===== src/rtl/spdif_pkg.sv =====
// Shared constants for the S/PDIF biphase-mark line stage: preamble codes, patterns, FSM encoding.
// Optional build macro used by the top: SPDIF_PARITY_GEN_EN.
package spdif_pkg;

    localparam logic [3:0] PRE_B = 4'd1;
    localparam logic [3:0] PRE_M = 4'd2;
    localparam logic [3:0] PRE_W = 4'd3;

    // Patterns are for a line sitting at 0 before the preamble; MSB goes out first.
    localparam logic [7:0] PAT_B = 8'b1110_1000;
    localparam logic [7:0] PAT_M = 8'b1110_0010;
    localparam logic [7:0] PAT_W = 8'b1110_0100;

    localparam int UI_PER_SUBFRAME = 64;
    localparam int PREAMBLE_UI     = 8;

    localparam logic [1:0] ST_IDLE     = 2'd0;
    localparam logic [1:0] ST_PREAMBLE = 2'd1;
    localparam logic [1:0] ST_DATA     = 2'd2;

    // Unknown codes (including 0) fall back to M.
    function automatic logic [7:0] preamble_pattern(input logic [3:0] code, input logic level);
        logic [7:0] pat;
        case (code)
            PRE_B:   pat = PAT_B;
            PRE_W:   pat = PAT_W;
            default: pat = PAT_M;
        endcase
        return pat ^ {8{level}};
    endfunction

endpackage


===== src/rtl/spdif_ui_tick.sv =====
// Free-running unit-interval divider: one-cycle tick every UI_DIV clocks, never re-phased.
module spdif_ui_tick #(
    parameter int UI_DIV = 4
) (
    input  logic clk,
    input  logic reset_n,
    output logic tick_o
);

    localparam int DIV_W = $clog2(UI_DIV);

    logic [DIV_W-1:0] div_q;
    logic [DIV_W-1:0] div_d;

    assign tick_o = (div_q == DIV_W'(UI_DIV - 1));

    always_comb begin
        div_d = div_q + DIV_W'(1);
        if (tick_o) begin
            div_d = '0;
        end
    end

    always_ff @(posedge clk) begin
        if (!reset_n) begin
            div_q <= '0;
        end else begin
            div_q <= div_d;
        end
    end

endmodule


===== src/rtl/spdif_bmc_tx.sv =====
// S/PDIF subframe serialiser: holding + shift register, preamble insertion and biphase-mark coding.
// Build macro SPDIF_PARITY_GEN_EN: regenerate slot 31 as even parity instead of sending data_rx[31].
module spdif_bmc_tx
    import spdif_pkg::*;
#(
    parameter int UI_DIV = 4
) (
    input  logic        clk,
    input  logic        reset_n,
    input  logic [31:0] data_rx,
    input  logic        valid_rx,
    output logic        ready_rx,
    output logic        spdif_out,
    output logic        underrun
);

    logic        tick;
    logic        load;
    logic        start_frame;
    logic [31:0] load_word;
    logic [5:0]  ui_next;

    logic [31:0] hold_q, hold_d;
    logic        hold_full_q, hold_full_d;
    logic [31:0] shift_q, shift_d;
    logic [7:0]  pre_q, pre_d;
    logic [1:0]  state_q, state_d;
    logic [5:0]  ui_q, ui_d;
    logic        line_q, line_d;
    logic        underrun_q, underrun_d;

    spdif_ui_tick #(
        .UI_DIV (UI_DIV)
    ) u_ui_tick (
        .clk     (clk),
        .reset_n (reset_n),
        .tick_o  (tick)
    );

    assign ready_rx  = ~hold_full_q;
    assign spdif_out = line_q;
    assign underrun  = underrun_q;
    assign load      = valid_rx & ready_rx;
    assign ui_next   = ui_q + 6'd1;

`ifdef SPDIF_PARITY_GEN_EN
    assign load_word = {^data_rx[30:4], data_rx[30:0]};
`else
    assign load_word = data_rx;
`endif

    // A new subframe starts on a tick from IDLE or at the last UI, but only with a word waiting.
    assign start_frame = tick & hold_full_q &
                         ((state_q == ST_IDLE) || (ui_q == 6'(UI_PER_SUBFRAME - 1)));

    always_comb begin
        hold_d      = hold_q;
        hold_full_d = hold_full_q;
        shift_d     = shift_q;
        pre_d       = pre_q;
        state_d     = state_q;
        ui_d        = ui_q;
        line_d      = line_q;
        underrun_d  = 1'b0;

        if (start_frame) begin
            hold_full_d = 1'b0;
        end
        if (load) begin
            hold_d      = load_word;
            hold_full_d = 1'b1;
        end

        if (start_frame) begin
            shift_d = hold_q;
            pre_d   = preamble_pattern(hold_q[3:0], line_q);
            state_d = ST_PREAMBLE;
            ui_d    = 6'd0;
            line_d  = pre_d[7];
        end else if (tick && (state_q != ST_IDLE)) begin
            if (ui_q == 6'(UI_PER_SUBFRAME - 1)) begin
                state_d    = ST_IDLE;
                ui_d       = 6'd0;
                underrun_d = 1'b1;
            end else if (ui_next < 6'(PREAMBLE_UI)) begin
                ui_d   = ui_next;
                line_d = pre_q[3'd7 - ui_next[2:0]];
            end else begin
                // Even UI opens a slot (always toggle); odd UI is mid-slot (toggle on a 1).
                ui_d    = ui_next;
                state_d = ST_DATA;
                if (!ui_next[0] || shift_q[ui_next[5:1]]) begin
                    line_d = ~line_q;
                end
            end
        end
    end

    always_ff @(posedge clk) begin
        if (!reset_n) begin
            hold_q      <= '0;
            hold_full_q <= 1'b0;
            shift_q     <= '0;
            pre_q       <= '0;
            state_q     <= ST_IDLE;
            ui_q        <= '0;
            line_q      <= 1'b0;
            underrun_q  <= 1'b0;
        end else begin
            hold_q      <= hold_d;
            hold_full_q <= hold_full_d;
            shift_q     <= shift_d;
            pre_q       <= pre_d;
            state_q     <= state_d;
            ui_q        <= ui_d;
            line_q      <= line_d;
            underrun_q  <= underrun_d;
        end
    end

endmodule


===== config.mk =====
export PLATFORM = sky130hd
export DESIGN_NAME = spdif_bmc_tx
export DESIGN_NICKNAME = d
export VERILOG_FILES = /design/src/rtl/spdif_pkg.sv /design/src/rtl/spdif_ui_tick.sv /design/src/rtl/spdif_bmc_tx.sv
export SDC_FILE = /design/constraint.sdc
export NUM_CORES = 1
export LEC_CHECK = 0
export ABC_AREA = 0
export CAP_MARGIN = 40
export CORE_MARGIN = 4
export CORE_UTILIZATION = 45
export CTS_CLUSTER_SIZE = 10
export DETAILED_ROUTE_END_ITERATION = 7
export MAX_ROUTING_LAYER = met4
export PLACE_DENSITY = 0.73
export SYNTH_ARGS = -nofsm -noshare
export SYNTH_HDL_FRONTEND = slang
export SYNTH_SLANG_ARGS = --single-unit

===== constraint.sdc =====
create_clock -name clk -period 2.3 [get_ports clk]
set_input_delay 0.46 -clock clk [delete_from_list [all_inputs] [get_ports clk]]
set_output_delay 0.46 -clock clk [all_outputs]
set_load 0.01 [all_outputs]

==> results.tsv <==
stage	metric	value	unit
yosys	yosysTopAreaCellShare	46.8	%
sta	max-slew-margin-rel	63.8	%
finish	final_nets	486	
detailed_routing	postRouteAntennaNets	0	
sta	finalCritPeriodShare	96.5	%
finish	syn2layout_area_growth	21.4	%
setup_path	cpPeakStageDelay	0.53	ns
yosys	synth_top_family_by_area	simple AND/OR/NAND/NOR gates	
yosys	synth_compound_area_share	17.4	%
cts	cts_buffers	9	
setup_path	path_class	reg2reg	
detailed_routing	route.detailed.drc	0	
yosys	synth-simple-area-share	23.1	%
yosys	synthTopCellsByArea	dfxtp_1 (47%), nand2_1 (15%), a21oi_1 (11%), mux4_2 (4.7%), clkbuf_1 (2.5%)	
global_route	antenna_found_initial	0	
floorplanning	core	7210	um^2
power	internal_power	1950	uW
finish	fillCellCount	678	
cts	ctsResizeCount	0	
detailed_routing	vias_per_cell	5.19	
finish	layout-drive-gt1-share	10.1	%
sta	period_needed	2.22	ns
sta	timing.fmax	451	MHz
yosys	synthCells	416	
sta	setup_violations	0	
detailed_routing	routedWlPerCell	13.0	um
cts	cts_tree	built	
run	maxCapViolCount	0	
finish	layout_common_cells	nand2_1 (134), dfxtp_1 (77), a21oi_1 (73)	
detailed_routing	vias	2869	
yosys	synth_seq_cells	78	
sta	finalHoldViolations	0	
detailed_routing	finalWirelength	7190	um
global_route	grt_overflow	0	
yosys	synthAdderAreaFrac	0.750	%
floorplanning	start_util	46.2	%
power	comb_power_share	7.9	%
power	seq_power_share	55.8	%
cts	cts_setup_buffers	0	
cts	clock_path_buffers	2	
cts	clock_sinks	78	
power	powerDensity	627	nW/um^2
setup_path	critPathRequiredTime	2.56	ns
floorplanning	die_h	94.1	um
floorplanning	pin_count	38	
yosys	synthArstFlopShare	0	%
setup_path	cp_cell_sequence	ha_2, mux4_2, a2111oi_4, a31oi_1, o21a_1, a221oi_2	
sta	tightest_slew	0.543	ns
yosys	synth_area	3330	um^2
setup_path	critPathSlowestCell	mux4_2	
cts	clk_pin_slew	0.08	ns
cts	cts_max_level	3	
global_route	grt_pass1_wl	12500	um
sta	final.setup_skew	0.00765	ns
yosys	yosysTopAreaCell	dfxtp_1	
setup_path	cp_max_fo	7	
yosys	muxShareOfSynthArea	4.73	%
finish	final_util	56.1	%
yosys	ys_warn_count	0	
hold_path	hp-class	reg2reg	
power	p_clk_share	36.4	%
power	p_leak	0.00145	uW
finish	antennaDiodeCount	0	
global_route	grt_max_degree	33	
detailed_routing	drtIter0Drc	131	
yosys	syn-num-nets	453	
global_route	grt_pass1_vias	2775	
cts	clock_latency	0.34	ns
place	hpwl	5040	um
yosys	ys_types	44	
run_status	status	completed	
power	p_total	2540	uW
sta	fin_tns_setup	0	ns
setup_path	crit_path_end_kind	flip-flop	
setup_path	worst_ep_arrival_time	2.48	ns
yosys	synth_flop_cell	dfxtp_1	
cts	ctsHoldBuffers	0	
setup_path	start_kind	flip-flop	
yosys	avgSynthCellArea	8.02	um^2
floorplanning	die_area	8850	um^2
power	power.net_switching	592	uW
power	p_sw_share	23.3	%
yosys	synth-edff-count	0	
yosys	synth-xor-area-share	2.66	%
power	ir_drop	0.346	mV
floorplanning	chipWidth	94.1	um
yosys	ys_seq_area_share	46.8	%
sta	grt_setup_unrepaired	no	
detailed_routing	drt_pass1_iterations	4	
finish	layout_commonest_cell	nand2_1	
sta	report.final.slew_viol_count	0	
place	gp_congestion	0.846	
place	port_buffers	37	
cts	clock_tree.root_cell	clkbuf_8	
global_route	grtUsageTotal	17.9	%
floorplanning	rows	31	
-- cell usage after synthesis (2+ instances only) --
cell / count
nor2_1: 12
xnor2_1: 6
mux4_2: 7
nand3_1: 7
buf_4: 2
or3_1: 2
nor3b_1: 2
clkbuf_1: 22
inv_1: 4
nand2_1: 134
and3_1: 6
o21ai_0: 8
a211oi_1: 4
ha_1: 2
nand2b_1: 2
buf_2: 5
a21o_1: 3
buf_1: 3
nor3_1: 7
a31oi_1: 2
dfxtp_1: 78
a21oi_1: 74
nor2b_1: 3
-- cells by family (layout without fill, tap and decap cells) --
logic type / count (synthesis) / after routing
multiplexers: 7 / 7
AO/OA/AOI/OAI: 102 / 102
buffers and inverters: 37 / 75
flip-flops: 78 / 78
AND/OR/NAND/NOR: 182 / 182
adder cells (fa/ha/maj): 2 / 2
XOR/XNOR: 8 / 8
-- per-stage QoR --
step           setup WS [ns]  hold slack (ns)  std cells  area (um^2)
2_1_floorplan          0.107            0.408        416         3330
3_3_place_gp           0.123            0.416        537         3850
3_5_place_dp          0.0581            0.430        537         3850
4_1_cts               0.0242            0.441        553         4030
5_1_grt              0.00269            0.466        553         4050
6_report              0.0814            0.435        553         4050
-- final timing paths --
kind,start,to,slack (ns),depth (start not counted)
worst max-delay path,ui_q[1],spdif_out,0.08,6
worst max register to register,ui_q[1],spdif_out,0.08,6
worst min register to register,u_ui_tick.div_q[0],u_ui_tick.div_q[0],0.43,1
worst min-delay path,u_ui_tick.div_q[0],u_ui_tick.div_q[0],0.43,1
-- worst max-delay path, delay by kind of cell (launching register included) --
kind                     cells  cell delay, ns
multiplexers                 1            0.53
AO/OA/AOI/OAI                4            0.88
flip-flops                   1            0.36
adder cells (fa/ha/maj)      1            0.36
-- power by group through the flow --
stage	combinational, uW	clock [uW]	sequential, uW
finish	200	923	1410
global route	226	1000	1420
CTS	202	951	1410
detailed placement	201	0	1450
global placement	196	0	1450
floorplan	110	0	1440
-- metal layers --
| layer | up-vias | global-route usage, % | share of wire (%) |
|---|---|---|---|
| met5 | - | - | 0 |
| li1 | 1475 | - | - |
| met2 | 51 | 27.7 | 47 |
| met4 | 0 | 6.02 | 1.3 |
| met1 | 1333 | 23.4 | 48 |
| met3 | 10 | 3.69 | 4.2 |
-- state kept, by name, indices dropped and copies added (netlist names) --
name,flops
ui_q,6
hold_q,32
shift_q,28
hold_full_q,1
pre_q,5
spdif_out,1
u_ui_tick.div_q,2
underrun,1
state_q,2
-- cell type report --
cell class                 instances  area, um^2  share of cell area (%)
inverter                           5        18.8                   0.464
tap                               99         124                    3.06
clock inverter                     3        18.8                   0.464
clock buffer                      13         159                    3.92
timing repair buffer              54         523                    12.9
multi-input combinational        301        1640                    40.6
sequential                        78        1560                    38.6
Note: power is estimated with default switching activity, not from simulation.
